`src/rtl/vec_alu_pkg.sv`:
```
// Shared encodings and element-boundary helper for the vector integer ALU lanes.
package vec_alu_pkg;
  localparam int BYTE_W = 8;

  typedef enum logic [1:0] {OP_ADD = 2'b00, OP_SUB = 2'b01, OP_ADC = 2'b10, OP_SBC = 2'b11} op_e;
  typedef enum logic [1:0] {SEW_E8 = 2'b00, SEW_E16 = 2'b01, SEW_E32 = 2'b10} sew_e;

  // True when byte_idx is the lowest byte of an element; the reserved encoding behaves as e32.
  function automatic logic elem_boundary(input logic [1:0] sew, input int unsigned byte_idx);
    case (sew)
      SEW_E8:  elem_boundary = 1'b1;
      SEW_E16: elem_boundary = (byte_idx % 2) == 0;
      default: elem_boundary = (byte_idx % 4) == 0;
    endcase
  endfunction
endpackage

```
`src/rtl/carry_unit.sv`:
```
// Generic lookahead carry resolution over BITS generate/propagate pairs.
module carry_unit #(
  parameter int BITS = 4
) (
  input  logic [BITS-1:0] g_i,
  input  logic [BITS-1:0] p_i,
  input  logic            c_i,
  output logic [BITS:0]   c_o
);
  always_comb begin
    c_o[0] = c_i;
    for (int i = 0; i < BITS; i++) c_o[i+1] = g_i[i] | (p_i[i] & c_o[i]);
  end
endmodule

```
`src/rtl/cla_block_gp.sv`:
```
// Reduces one lookahead block of bit G/P to block G'/P'.
module cla_block_gp #(
  parameter int W = 4
) (
  input  logic [W-1:0] g_i,
  input  logic [W-1:0] p_i,
  output logic         g_o,
  output logic         p_o
);
  always_comb begin
    g_o = 1'b0;
    p_o = 1'b1;
    for (int i = 0; i < W; i++) begin
      g_o = g_i[i] | (p_i[i] & g_o);
      p_o = p_o & p_i[i];
    end
  end
endmodule

```
`src/rtl/vec_cla_add_pipe.sv`:
```
// Two-stage segmented CLA add/sub lane: S1 registers G/P and carry-ins, S2 registers sum and carry-outs.
module vec_cla_add_pipe
  import vec_alu_pkg::*;
#(
  parameter int LANE_W  = 32,
  parameter int BLOCK_W = 4,
  parameter int TAG_W   = 5
) (
  input  logic                 clk_i,
  input  logic                 rst_ni,
  input  logic                 flush_i,
  input  logic                 in_valid_i,
  output logic                 in_ready_o,
  input  logic [1:0]           op_i,
  input  logic [1:0]           sew_i,
  input  logic [LANE_W-1:0]    a_i,
  input  logic [LANE_W-1:0]    b_i,
  input  logic [LANE_W/8-1:0]  cin_mask_i,
  input  logic [TAG_W-1:0]     tag_i,
  output logic                 out_valid_o,
  input  logic                 out_ready_i,
  output logic [LANE_W-1:0]    sum_o,
  output logic [LANE_W/8-1:0]  cout_mask_o,
  output logic [TAG_W-1:0]     tag_o
);
  localparam int NBYTES = LANE_W / BYTE_W;
  localparam int NB     = BYTE_W / BLOCK_W;

  logic              s1_valid_q, s2_valid_q, s1_adv, s2_adv, accept;
  logic [LANE_W-1:0] g_d, p_d, g_q, p_q, b_inv, sum_d, sum_q;
  logic [NBYTES-1:0] cin_d, cin_q, cout_d, cout_q;
  logic [1:0]        sew_q;
  logic [TAG_W-1:0]  tag1_q, tag2_q;

  assign s2_adv     = !s2_valid_q | out_ready_i;
  assign s1_adv     = !s1_valid_q | s2_adv;
  assign in_ready_o = s1_adv & !flush_i;
  assign accept     = in_valid_i & in_ready_o;

  // op_i[0] marks the subtracting ops, op_i[1] the ones taking an external carry.
  assign b_inv = op_i[0] ? ~b_i : b_i;
  assign g_d   = a_i & b_inv;
  assign p_d   = a_i ^ b_inv;
  assign cin_d = op_i[1] ? cin_mask_i : {NBYTES{op_i[0]}};

  for (genvar k = 0; k < NBYTES; k++) begin : g_byte
    logic          cin_b;
    logic [NB-1:0] bg, bp;
    logic [NB:0]   bc;

    // Byte carry-in comes from the element carry-in at a boundary, else from the byte below.
    if (k == 0) begin : g_first
      assign cin_b = cin_q[0];
    end else begin : g_next
      assign cin_b = elem_boundary(sew_q, k) ? cin_q[k] : g_byte[k-1].bc[NB];
    end

    for (genvar j = 0; j < NB; j++) begin : g_blk
      localparam int LO = k*BYTE_W + j*BLOCK_W;
      logic [BLOCK_W-1:0] c;
      logic               co_unused;

      cla_block_gp #(.W(BLOCK_W)) u_gp (
        .g_i(g_q[LO +: BLOCK_W]), .p_i(p_q[LO +: BLOCK_W]), .g_o(bg[j]), .p_o(bp[j])
      );
      carry_unit #(.BITS(BLOCK_W)) u_l1 (
        .g_i(g_q[LO +: BLOCK_W]), .p_i(p_q[LO +: BLOCK_W]), .c_i(bc[j]), .c_o({co_unused, c})
      );
      assign sum_d[LO +: BLOCK_W] = p_q[LO +: BLOCK_W] ^ c;
    end

    carry_unit #(.BITS(NB)) u_l2 (.g_i(bg), .p_i(bp), .c_i(cin_b), .c_o(bc));
    assign cout_d[k] = elem_boundary(sew_q, k + 1) & bc[NB];
  end

  always_ff @(posedge clk_i) begin
    if (!rst_ni) begin
      s1_valid_q <= 1'b0;
      s2_valid_q <= 1'b0;
      g_q        <= '0;
      p_q        <= '0;
      cin_q      <= '0;
      sew_q      <= '0;
      tag1_q     <= '0;
      sum_q      <= '0;
      cout_q     <= '0;
      tag2_q     <= '0;
    end else if (flush_i) begin
      s1_valid_q <= 1'b0;
      s2_valid_q <= 1'b0;
    end else begin
      if (s2_adv) begin
        s2_valid_q <= s1_valid_q;
        if (s1_valid_q) begin
          sum_q  <= sum_d;
          cout_q <= cout_d;
          tag2_q <= tag1_q;
        end
      end
      if (s1_adv) s1_valid_q <= accept;
      if (accept) begin
        g_q    <= g_d;
        p_q    <= p_d;
        cin_q  <= cin_d;
        sew_q  <= sew_i;
        tag1_q <= tag_i;
      end
    end
  end

  assign out_valid_o = s2_valid_q;
  assign sum_o       = sum_q;
  assign cout_mask_o = cout_q;
  assign tag_o       = tag2_q;
endmodule

```
`config.mk`:
```
export PLATFORM = sky130hd
export DESIGN_NAME = vec_cla_add_pipe
export DESIGN_NICKNAME = d
export VERILOG_FILES = /design/src/rtl/vec_alu_pkg.sv /design/src/rtl/carry_unit.sv /design/src/rtl/cla_block_gp.sv /design/src/rtl/vec_cla_add_pipe.sv
export SDC_FILE = /design/constraint.sdc
export NUM_CORES = 1
export LEC_CHECK = 0
export BUFFER_PORTS_ARGS = -buffer_cell sky130_fd_sc_hd__buf_4
export CAP_MARGIN = 20
export CORE_MARGIN = 10
export CORE_UTILIZATION = 30
export DETAILED_ROUTE_END_ITERATION = 10
export PLACE_DENSITY_LB_ADDON = 0.12
export SLEW_MARGIN = 20
export SYNTH_ARGS = -nofsm -noshare
export SYNTH_HDL_FRONTEND = slang
export SYNTH_HIERARCHICAL = 1
export SYNTH_SLANG_ARGS = --single-unit
```
`constraint.sdc`:
```
create_clock -name clk_i -period 5 [get_ports clk_i]
set_clock_uncertainty 0.2 [all_clocks]
set_input_delay 0.25 -clock clk_i [delete_from_list [all_inputs] [get_ports clk_i]]
set_output_delay 0.25 -clock clk_i [all_outputs]
set_load 0.05 [all_outputs]
```
; Word level (Yosys, flattened, before mapping)
; Index checks and enable logic that the tools add are counted.
[totals]
latchBits = 0
mem_bits_rw = 0
word_cells = 182
out_inout_bits = 43
n_memories = 0
romBits = 0
register_bits = 118
in_bits = 82
[classes]
shifts = 0
eq_ne = 1
n_reduce_logical = 8
div = 0
add_sub_neg = 0
mux = 7
n_lt_le_gt_ge = 0
bitwise_logic = 156
multipliers = 0
[ops]
columns = cell, count
row1 = $and 1x1->1, 85
row2 = $or 1x1->1, 58
row3 = $and 32x32->32, 1
row4 = $mux 32, 1
row5 = $not 32->32, 1
row6 = $xor 32x32->32, 1
row7 = $xor 4x4->4, 8
row8 = $mux 1, 5
row9 = $mux 4, 1
row10 = $reduce_or 2->1, 2
row11 = $logic_not 1->1, 3
row12 = $reduce_and 3->1, 1
row13 = $eq 2x1->1 const B, 1
row14 = $logic_not 2->1, 1
row15 = $not 1->1, 2
row16 = $reduce_and 2->1, 1

; Logic depth before layout (Yosys ltp)
; Gate-level depths: netlist of the first run.
[depth]
word_depth = 29
mapped_depth = 17
ltp_nobuf = 17

; Cells and area by module
; Netlist of the first run, hierarchy kept.
[modules_own_cells]
columns = mod, instances, area_each_um2, cells_per_inst, seq_area_each_um2
row1 = vec_cla_add_pipe, 1, 5625.4, 598, 2362.3
row2 = carry_unit at g_byte[0].g_blk[0].u_l1 ..., 8, 46.3, 6, 0.0
row3 = cla_block_gp, 8, 26.3, 6, 0.0
row4 = carry_unit at g_byte[0].u_l2 ..., 4, 22.5, 3, 0.0

; Worst setup path after synthesis of the first run
; No wires, ideal clock.
[synth_path]
path_type = reg-to-reg
from = register p_q[3]
to = register sum_q[31] (netlist: sum_o[31])
t_required_ns = 4.714
setup_time_ns = 0.086
path_stages_with_launch = 18
n_path_buf = 0
synth_period_minus_slack_ns = 3.703
arrival_ns = 3.417
slack_ns = 1.297
path_cell_list = dfxtp_1 a21oi_1 o21ai_1 a21o_1 a21o_1 mux2_2 a21o_1 a21o_1 mux2_2 a21o_1 a21o_1 mux2_2 a21o_1 a21o_1 a21o_1 a21o_1 xnor2_1 a211oi_1
[synth_between]
elab_chain_len = 25
word_cells_on_any_way = 27
cone_classes = 3 x mux / 24 x bitwise
[synth_lines]
columns = element, line_no
row1 = "start, declared", vec_cla_add_pipe.sv:30  ; logic [LANE_W-1:0] g_d, p_d, g_q, p_q, b_inv, sum_d, sum_q;
row2 = "start signal, assigned", vec_cla_add_pipe.sv:103  ; p_q <= p_d;
row3 = $and 1x1->1, cla_block_gp.sv:14  ; g_o = g_i[i] | (p_i[i] & g_o);
row4 = $or 1x1->1, cla_block_gp.sv:14
row5 = net g_byte[0].bg[0], vec_cla_add_pipe.sv:48  ; logic [NB-1:0] bg, bp;
row6 = $or 1x1->1, carry_unit.sv:12  ; for (int i = 0; i < BITS; i++) c_o[i+1] = g_i[i] | (p_i[i] & c_o[i]);
row7 = net g_byte[0].bc[1], vec_cla_add_pipe.sv:49  ; logic [NB:0] bc;
row8 = $and 1x1->1, carry_unit.sv:12
row9 = $or 1x1->1, carry_unit.sv:12
row10 = net g_byte[0].bc[2], vec_cla_add_pipe.sv:49
row11 = [1 not listed], -
row12 = net g_byte[1].cin_b, vec_cla_add_pipe.sv:47  ; logic cin_b;
row13 = [2 not listed], -
row14 = net g_byte[1].bc[1], vec_cla_add_pipe.sv:49
row15 = [2 not listed], -
row16 = net g_byte[1].bc[2], vec_cla_add_pipe.sv:49
row17 = [1 not listed], -
row18 = net g_byte[2].cin_b, vec_cla_add_pipe.sv:47
row19 = [2 not listed], -
row20 = net g_byte[2].bc[1], vec_cla_add_pipe.sv:49
row21 = [2 not listed], -
row22 = net g_byte[2].bc[2], vec_cla_add_pipe.sv:49
row23 = [1 not listed], -
row24 = net g_byte[3].cin_b, vec_cla_add_pipe.sv:47
row25 = [2 not listed], -
row26 = net g_byte[3].bc[1], vec_cla_add_pipe.sv:49
row27 = [2 not listed], -
row28 = net g_byte[3].g_blk[1].c[1], vec_cla_add_pipe.sv:60  ; logic [BLOCK_W-1:0] c;
row29 = $and 1x1->1, carry_unit.sv:12
row30 = $or 1x1->1, carry_unit.sv:12
row31 = net g_byte[3].g_blk[1].c[2], vec_cla_add_pipe.sv:60
row32 = $and 1x1->1, carry_unit.sv:12
row33 = $or 1x1->1, carry_unit.sv:12
row34 = net g_byte[3].g_blk[1].c[3], vec_cla_add_pipe.sv:60
row35 = $xor 4x4->4, vec_cla_add_pipe.sv:69  ; assign sum_d[LO +: BLOCK_W] = p_q[LO +: BLOCK_W] ^ c;
row36 = "end signal, assigned", vec_cla_add_pipe.sv:95  ; sum_q <= sum_d;
row37 = "end, declared", vec_cla_add_pipe.sv:30
; The timed path passes the listed nets, and every way through them passes these cells.
; A chain may end at the register's enable or synchronous reset.

; Worst setup path after layout of the first run
; Same ends and word-level chain as after synthesis.

==> impl_metrics.py, run 1 <==
metrics = {
    "run_status": {
        "outcome": "completed",
    },
    "layout": {
        "syn_to_final_growth_pct": 26.64,
        "stdcell_area_um2": 7809,
        "diodes": 0,
        "drive_gt1_share_pct": 21.50,
        "fill_cells": 2086,
        "final_cell_mix": "nand2_1 (158), buf_4 (128), dfxtp_1 (118)",
        "fin_nets": 901,
        "final_common_cell": "nand2_1",
    },
    "power_and_ir_drop": {
        "leakagePower_nw": 3.344,
        "p_per_area_nw_per_um2": 325.1,
        "p_total_mw": 2.539,
        "ir_drop_uv": 187.5,
    },
    "worst_hold_path": {
        "min_path_type": "primary input to flip-flop",
        "worstHoldEndpoint": "p_q[13]$_SDFFE_PN0P_",
        "min_path_cells": 4,
        "hp-start": "a_i[13]",
    },
    "clock_tree": {
        "cts_setup_buffers": 0,
        "ctsHtreeMaxLevel": 4,
        "cts_buffers": 17,
        "cts.clk_slew.worst_paths_ns": 0.06,
        "tritoncts": "done",
        "clock_latency_ns": 0.41,
        "cts_hold_buf": 10,
        "numClockSinks": 118,
        "cts.path.max_buffers": 2,
        "cts_resized": 0,
        "cts_root_buffer": "clkbuf_16",
    },
    "floorplanning": {
        "core_area_um2": 20230,
        "die_y_um": 163.4,
        "die-area_um2": 26690,
        "initial_core_util_pct": 30.47,
        "die_x_um": 163.4,
        "rows": 52,
        "pin_count": 125,
    },
    "drt": {
        "drtIter0Drc": 226,
        "antenna_left": 0,
        "dr.pass1.iters": 4,
        "num_vias": 4934,
        "drt-wirelength-per-cell_um": 15.47,
        "drc": 0,
        "via_per_inst": 4.611,
        "wirelength_um": 16550,
    },
    "timing": {
        "fin_crit_ns": 4.137,
        "rsz0062_at_grt": "no",
        "worst_pin_slew_ns": 1.018,
        "slew_violations": 0,
        "clock.fmax_ghz": 0.2417,
        "fin_crit_sh_pct": 82.74,
        "tns_ns": 0,
        "hold_violations": 0,
        "slew_headroom_pct": 32.11,
        "setup_viol": 0,
    },
    "grt": {
        "grt_pass1_vias": 5107,
        "antenna_found_initial": 0,
        "gr-usage-all-layers_pct": 12.35,
        "grt_pass1_wl_um": 26350,
        "grt_max_degree": 83,
        "grt_overflow_total": 0,
    },
    "critical_path": {
        "worstReg2RegStart": "p_q[3]$_SDFFE_PN0P_",
        "start_kind": "flip-flop",
        "ff2ff_setup_slack_ns": 0.86,
        "end_kind": "flip-flop",
        "r2r_cells": 17,
        "slowest_stage": "dfxtp_1",
        "cpMostUsedCell": "a21o_1",
        "crit_type": "flip-flop to flip-flop",
        "critPathTopFamily": "compound AO/OA/AOI/OAI gates",
        "cpPeakStageDelay_ns": 0.33,
        "r2r-end": "sum_o[31]$_SDFFE_PN0P_",
        "worst_ep_arrival_time_ns": 4.25,
        "crit_fanout": 4,
        "crit_chain": "a21oi_1, o21ai_1, a21o_1, a21o_1, mux2_2, a21o_1, a21o_1, mux2_2, a21o_1, a21o_1, mux2_2, a21o_1, a21o_1, a21o_1, a21o_1, xnor2_1, a211oi_1",
        "cp.required_ns": 5.11,
        "cp_num_buf_inv": 0,
    },
    "logic_synthesis": {
        "syn-cell-area_um2": 6166,
        "yosysWarnings": 6,
        "syn_area_per_cell_um2": 8.936,
        "synth_fp_nets": 804,
        "synthCells": 690,
    },
    "placement": {
        "dp_hpwl_um": 11620,
        "gp_congestion": 0.7579,
        "place_area_um2": 7117,
        "io_buffers": 124,
    },
    "flow_run": {
        "maxCapViolCount": 0,
    },
}
## per-layer routing
metal | GRT usage, % | routed length (um) | up-vias | part of all wire (%)
li1 | - | - | 2540 | -
met3 | 3.851 | 805 | 5 | 4.9
met5 | 0 | 0 | - | 0
met4 | 3.443 | 95 | 0 | 0.57
met1 | 15.26 | 7928 | 2294 | 48
met2 | 20.23 | 7725 | 95 | 47
## where the power goes
part           internal (mW)  switching [mW]
registers              0.985          0.0398
logic                  0.164           0.189
clock network          0.732           0.429
total                   1.88           0.658
## final cells by class
class / count / area [um2] / area share, %
repair buffers: 139 / 1089 / 13.94
well taps: 270 / 337.8 / 4.326
clock inverters: 8 / 72.57 / 0.9293
inverters: 2 / 7.507 / 0.09614
clock buffers: 24 / 491.7 / 6.297
flip-flops and latches: 118 / 2362 / 30.25
multi-input cells: 509 / 3448 / 44.16
## how the worst max path moves through the flow
stage                   startpoint  depth (start not counted)                      to
2_1_floorplan  p_q[1]$_SDFFE_PN0P_                         17  sum_o[31]$_SDFFE_PN0P_
4_1_cts        p_q[1]$_SDFFE_PN0P_                         17  sum_o[31]$_SDFFE_PN0P_
6_report       p_q[3]$_SDFFE_PN0P_                         17  sum_o[31]$_SDFFE_PN0P_
5_1_grt        p_q[1]$_SDFFE_PN0P_                         17  sum_o[31]$_SDFFE_PN0P_
3_5_place_dp   p_q[1]$_SDFFE_PN0P_                         17  sum_o[31]$_SDFFE_PN0P_
3_3_place_gp   p_q[1]$_SDFFE_PN0P_                         17  sum_o[31]$_SDFFE_PN0P_
## registers in the layout, summed over array words and instances (netlist names)
name / flops
cin_q: 4
cout_mask_o: 4
g_q: 32
out_valid_o: 1
p_q: 32
s1_valid_q: 1
sew_q: 2
sum_o: 32
tag1_q: 5
tag_o: 5
## through the flow
step                cells  setup WS [ns]  util, %  hold WS (ns)
finish               1070         0.8632    38.59       0.02471
global route         1070         0.6383    38.59       0.02416
CTS                  1069         0.8473    38.46      0.005297
global placement     1027         0.9380    35.17        0.2431
detailed placement   1027         0.8657    35.17        0.2513
floorplan             690          1.329        -        0.1775
## worst register-to-register path: stages (launching register included)
cell	delay, ns
dfxtp_1	0.33
a21oi_1	0.15
o21ai_1	0.08
a21o_1	0.20
a21o_1	0.20
mux2_2	0.30
a21o_1	0.21
a21o_1	0.21
mux2_2	0.31
a21o_1	0.22
a21o_1	0.21
mux2_2	0.31
a21o_1	0.20
a21o_1	0.18
a21o_1	0.20
a21o_1	0.19
xnor2_1	0.12
a211oi_1	0.22
Power figures use the tool's default switching activity.
==> run 2, diff against run 1 <==
Settings changed: ABC_AREA from default to 1.
Clock period 5 ns to 3.4 ns, I/O delays scaled along.
==> impl_metrics.py, run 2 <==
metrics = {
    "placement": {
        "dp_hpwl_um": 11080,
        "gp_congestion": 0.7351,
        "io_buffers": 124,
        "pre_cts_ws_ns": -0.03515,
    },
    "critical_path": {
        "crit_fanout": 4,
        "worst_ep_arrival_time_ns": 3.12,
        "start_kind": "flip-flop",
        "cpMostUsedCell": "nand2_1",
        "worstReg2RegStart": "p_q[3]$_SDFFE_PN0P_",
        "cp.required_ns": 3.55,
        "crit_type": "flip-flop to flip-flop",
        "cpPeakStageDelay_ns": 0.34,
        "startpoint": "p_q[3]$_SDFFE_PN0P_",
        "end_kind": "flip-flop",
        "slowest_stage": "dfxtp_2",
    },
    "timing": {
        "fin_ws_ns": 0.4346,
        "worst_pin_slew_ns": 0.8389,
        "hold_violations": 0,
        "fin_crit_sh_pct": 87.22,
        "setup_viol": 0,
        "holdWs_ns": 0.0008417,
        "rsz0062_at_grt": "no",
        "tns_ns": 0,
        "clock.fmax_ghz": 0.3372,
        "slew_headroom_pct": 43.99,
        "fin_crit_ns": 2.965,
        "slew_violations": 0,
    },
    "grt": {
        "antenna_found_initial": 0,
        "grt_pass1_vias": 5615,
        "grt_max_degree": 152,
        "gr-usage-all-layers_pct": 11.88,
        "grt_pass1_wl_um": 27570,
        "grt_overflow_total": 0,
    },
    "worst_hold_path": {
        "min_path_type": "primary input to flip-flop",
        "hp-start": "op_i[1]",
    },
    "clock_tree": {
        "clock_latency_ns": 0.41,
        "ctsHtreeMaxLevel": 4,
        "cts_buffers": 17,
        "numClockSinks": 118,
        "cts_root_buffer": "clkbuf_16",
        "tritoncts": "done",
        "cts.clk_slew.worst_paths_ns": 0.05,
        "cts.path.max_buffers": 2,
    },
    "drt": {
        "top_layer_used": "met4",
        "via_per_inst": 4.008,
        "num_vias": 5659,
        "drt-wirelength-per-cell_um": 11.55,
        "drc": 0,
        "wl_met3_um": 708,
        "wirelength_um": 16310,
        "dr.pass1.iters": 4,
        "drtIter0Drc": 195,
        "antenna_left": 0,
        "wl_met2_um": 7948,
        "met1_length_um": 7502,
    },
    "floorplanning": {
        "die_y_um": 167.7,
        "initial_core_util_pct": 30.84,
        "die_x_um": 167.7,
        "core_area_um2": 21220,
        "pin_count": 125,
        "rows": 53,
        "die-area_um2": 28120,
    },
    "logic_synthesis": {
        "synth_fp_nets": 1092,
        "synthCells": 978,
        "syn_area_per_cell_um2": 6.691,
        "yosysWarnings": 6,
        "syn-cell-area_um2": 6544,
    },
    "flow_run": {
        "maxCapViolCount": 0,
    },
    "layout": {
        "final_cell_mix": "nor2_1 (244), nand2_1 (222), buf_4 (134)",
        "final_common_cell": "nor2_1",
        "fin_nets": 1241,
        "syn_to_final_growth_pct": 32.14,
        "drive_gt1_share_pct": 20.14,
        "diodes": 0,
    },
    "run_status": {
        "outcome": "completed",
    },
    "power_and_ir_drop": {
        "ir_drop_uv": 264.5,
        "p_per_area_nw_per_um2": 442.7,
        "leakagePower_nw": 4.555,
        "p_total_mw": 3.828,
    },
}
==> run 2: report_power, final <==
part           total, mW  leakage [nW]  internal, mW  switching (mW)
logic              0.626          3.31         0.286           0.339
registers           1.52         0.968          1.46          0.0621
clock network       1.68         0.275          1.08           0.595
total               3.83          4.55          2.83           0.996
==> run 2: final timing paths <==
path / slack, ns / cells past startpoint / endpoint
setup / recovery: 0.43 / 32 / sum_o[27]$_SDFFE_PN0P_
hold / removal: 0.0008 / 5 / cin_q[2]$_SDFFE_PN0P_
setup reg to reg: 0.43 / 32 / sum_o[27]$_SDFFE_PN0P_
hold reg to reg: 0.27 / 2 / sum_o[27]$_SDFFE_PN0P_
==> run 2: per-layer routing <==
| metal | track usage (%) | up-vias |
|---|---|---|
| li1 | - | 3162 |
| met1 | 13.84 | 2408 |
| met2 | 20.51 | 81 |
| met3 | 3.464 | 8 |
| met4 | 3.634 | 0 |
| met5 | 0 | - |
==> run 2: through the flow <==
stage / util, % / cell area, um2 / std cells
6_report: 40.75 / 8647 / 1412
5_1_grt: 40.75 / 8647 / 1412
2_1_floorplan: - / 6544 / 978
4_1_cts: 40.54 / 8602 / 1410
3_3_place_gp: 35.66 / 7567 / 1333
3_5_place_dp: 35.66 / 7567 / 1333
==> run 2: timing repair <==
action                                  in CTS  in global routing
endpoints found under the setup margin       1                  5
pin swaps                                    0                  4
buffers inserted                             0                  2
hold endpoints to repair                    77                  0
gates resized for setup                      2                 15
hold buffers                                48                  0
==> run 2: critical path, delay by kind of cell (launching register included) <==
kind	cells	cell delay [ns]
simple gates	24	1.62
flops	1	0.34
compound gates	4	0.33
buf+inv	3	0.25
xor+xnor	1	0.14
==> run 2: final cells by class <==
cell class	instances	area, um2
fillers	2289	12570
well taps	275	344.1
clock inverters	4	45.04
inverters	132	495.5
clock buffers	25	505.5
repair buffers	183	1506
flip-flops and latches	118	2367
multi-input cells	675	3383
==> run 3, diff against run 2 <==
Clock period 3.4 ns to 3.42 ns, I/O delays scaled along.
==> impl_metrics.py, run 3 (synthesis gave the netlist of run 2 again) <==
metrics = {
    "power_and_ir_drop": {
        "p_per_area_nw_per_um2": 448.8,
        "leakagePower_nw": 4.575,
        "ir_drop_uv": 269.4,
    },
    "floorplanning": {
        "die_x_um": 167.7,
        "die-area_um2": 28120,
        "initial_core_util_pct": 30.84,
        "core_area_um2": 21220,
        "pin_count": 125,
        "rows": 53,
        "die_y_um": 167.7,
    },
    "timing": {
        "worst_pin_slew_ns": 0.9336,
        "slew_headroom_pct": 37.76,
        "slew_violations": 0,
        "clock.fmax_ghz": 0.3331,
        "rsz0062_at_grt": "no",
        "hold_violations": 0,
        "setup_viol": 0,
        "holdWs_ns": 0.02510,
        "fin_crit_sh_pct": 87.79,
        "fin_crit_ns": 3.002,
    },
    "critical_path": {
        "cpMostUsedCell": "nand2_1",
        "crit_fanout": 4,
        "start_kind": "flip-flop",
        "end_kind": "flip-flop",
        "worst_ep_arrival_time_ns": 3.14,
        "crit_type": "flip-flop to flip-flop",
        "cp.required_ns": 3.56,
        "cpPeakStageDelay_ns": 0.35,
        "slowest_stage": "dfxtp_2",
    },
    "layout": {
        "fill_cells": 2308,
        "syn_to_final_growth_pct": 32.72,
        "multi_input_area_um2": 3371,
        "final_cell_mix": "nor2_1 (244), nand2_1 (224), buf_4 (138)",
        "drive_gt1_share_pct": 20.21,
        "fin_nets": 1245,
        "final_cells": 1418,
        "final_common_cell": "nor2_1",
        "diodes": 0,
        "final-seq-area_um2": 2364,
    },
    "clock_tree": {
        "clock_latency_ns": 0.41,
        "cts.path.max_buffers": 2,
        "cts_root_buffer": "clkbuf_16",
        "numClockSinks": 118,
        "cts_buffers": 17,
        "ctsHtreeMaxLevel": 4,
        "tritoncts": "done",
        "cts.clk_slew.worst_paths_ns": 0.05,
    },
    "drt": {
        "drtIter0Drc": 260,
        "via_per_inst": 4.016,
        "drt-wirelength-per-cell_um": 11.47,
        "num_vias": 5694,
        "antenna_left": 0,
        "wirelength_um": 16260,
        "drc": 0,
        "dr.pass1.iters": 4,
    },
    "placement": {
        "dp_hpwl_um": 11150,
        "gp_congestion": 0.7555,
        "io_buffers": 124,
        "dp_cells": 1336,
    },
    "worst_hold_path": {
        "min_path_type": "primary input to flip-flop",
    },
    "run_status": {
        "outcome": "completed",
    },
    "grt": {
        "gr-usage-all-layers_pct": 11.82,
        "grt_pass1_wl_um": 27680,
        "grt_overflow_total": 0,
        "antenna_found_initial": 0,
        "grt_max_degree": 95,
        "grt_pass1_vias": 5655,
    },
    "flow_run": {
        "maxCapViolCount": 0,
    },
}
==> run 3: cell count changes in the layout (fill, tap and decap cells not counted), sizes merged <==
cell / before / now
buf: 135 / 138
clkbuf: 25 / 22
clkinv: 3 / 5
clkinvlp: 0 / 2
bufinv: 1 / 2
dlygate4sd3: 48 / 49
==> run 3: area by class of cell <==
| cell class | instances | share of cell area, % |
|---|---|---|
| Clock buffer | 22 | 5.576 |
| Clock inverter | 9 | 1.153 |
| Inverter | 132 | 5.705 |
| Multi-Input combinational cell | 675 | 38.81 |
| Sequential cell | 118 | 27.22 |
| Tap cell | 275 | 3.962 |
| Timing Repair Buffer | 187 | 17.58 |
==> run 3: what timing repair did <==
item,4_1_cts,5_1_grt
hold buffers,49,0
gates resized for setup,2,7
hold endpoints to repair,77,0
pin swaps,0,3
setup buffers,0,2
endpoints found under the setup margin,1,5
==> run 3: final timing paths <==
| path | start | endpoint | slack (ns) | cells after the start |
|---|---|---|---|---|
| max | p_q[3]$_SDFFE_PN0P_ | sum_o[31]$_SDFFE_PN0P_ | 0.42 | 33 |
| min | op_i[1] | cin_q[2]$_SDFFE_PN0P_ | 0.03 | 5 |
| max reg2reg | p_q[3]$_SDFFE_PN0P_ | sum_o[31]$_SDFFE_PN0P_ | 0.42 | 33 |
| min reg2reg | sum_o[26]$_SDFFE_PN0P_ | sum_o[26]$_SDFFE_PN0P_ | 0.28 | 2 |
==> run 3: worst max-delay path, delay by kind of cell (launching register included) <==
family / cells / cell delay, ns
AOI/OAI and AO/OA: 4 / 0.37
xor gates and xnor gates: 1 / 0.12
buffers and inverters: 2 / 0.10
DFF: 1 / 0.35
and+or+nand+nor: 26 / 1.80
==> run 3: per-layer routing <==
layer,up-vias,track usage (%),wire length (um)
met2,82,20.13,7768
met4,0,3.974,199
met3,12,2.832,620
met1,2428,14.22,7673
met5,-,0,0
li1,3172,-,-
==> run 3: through the flow <==
stage	setup slack [ns]	setup TNS [ns]	utilization [%]	total power, mW	cell area [um2]
global placement	0.1098	0	35.71	2.125	7577
finish	0.4175	0	40.93	3.897	8685
CTS	0.08219	0	40.79	3.964	8656
global route	0.02106	0	40.93	4.130	8685
detailed placement	-0.02129	-0.02129	35.71	2.125	7577
floorplan	0.6527	0	-	1.953	6544
==> run 3: power by group <==
part / internal, mW / switching, mW / leakage (nW) / total [mW]
combinational: 0.287 / 0.337 / 3.32 / 0.624
sequential: 1.45 / 0.0605 / 0.967 / 1.51
clock: 1.14 / 0.624 / 0.288 / 1.76
total: 2.88 / 1.02 / 4.57 / 3.90
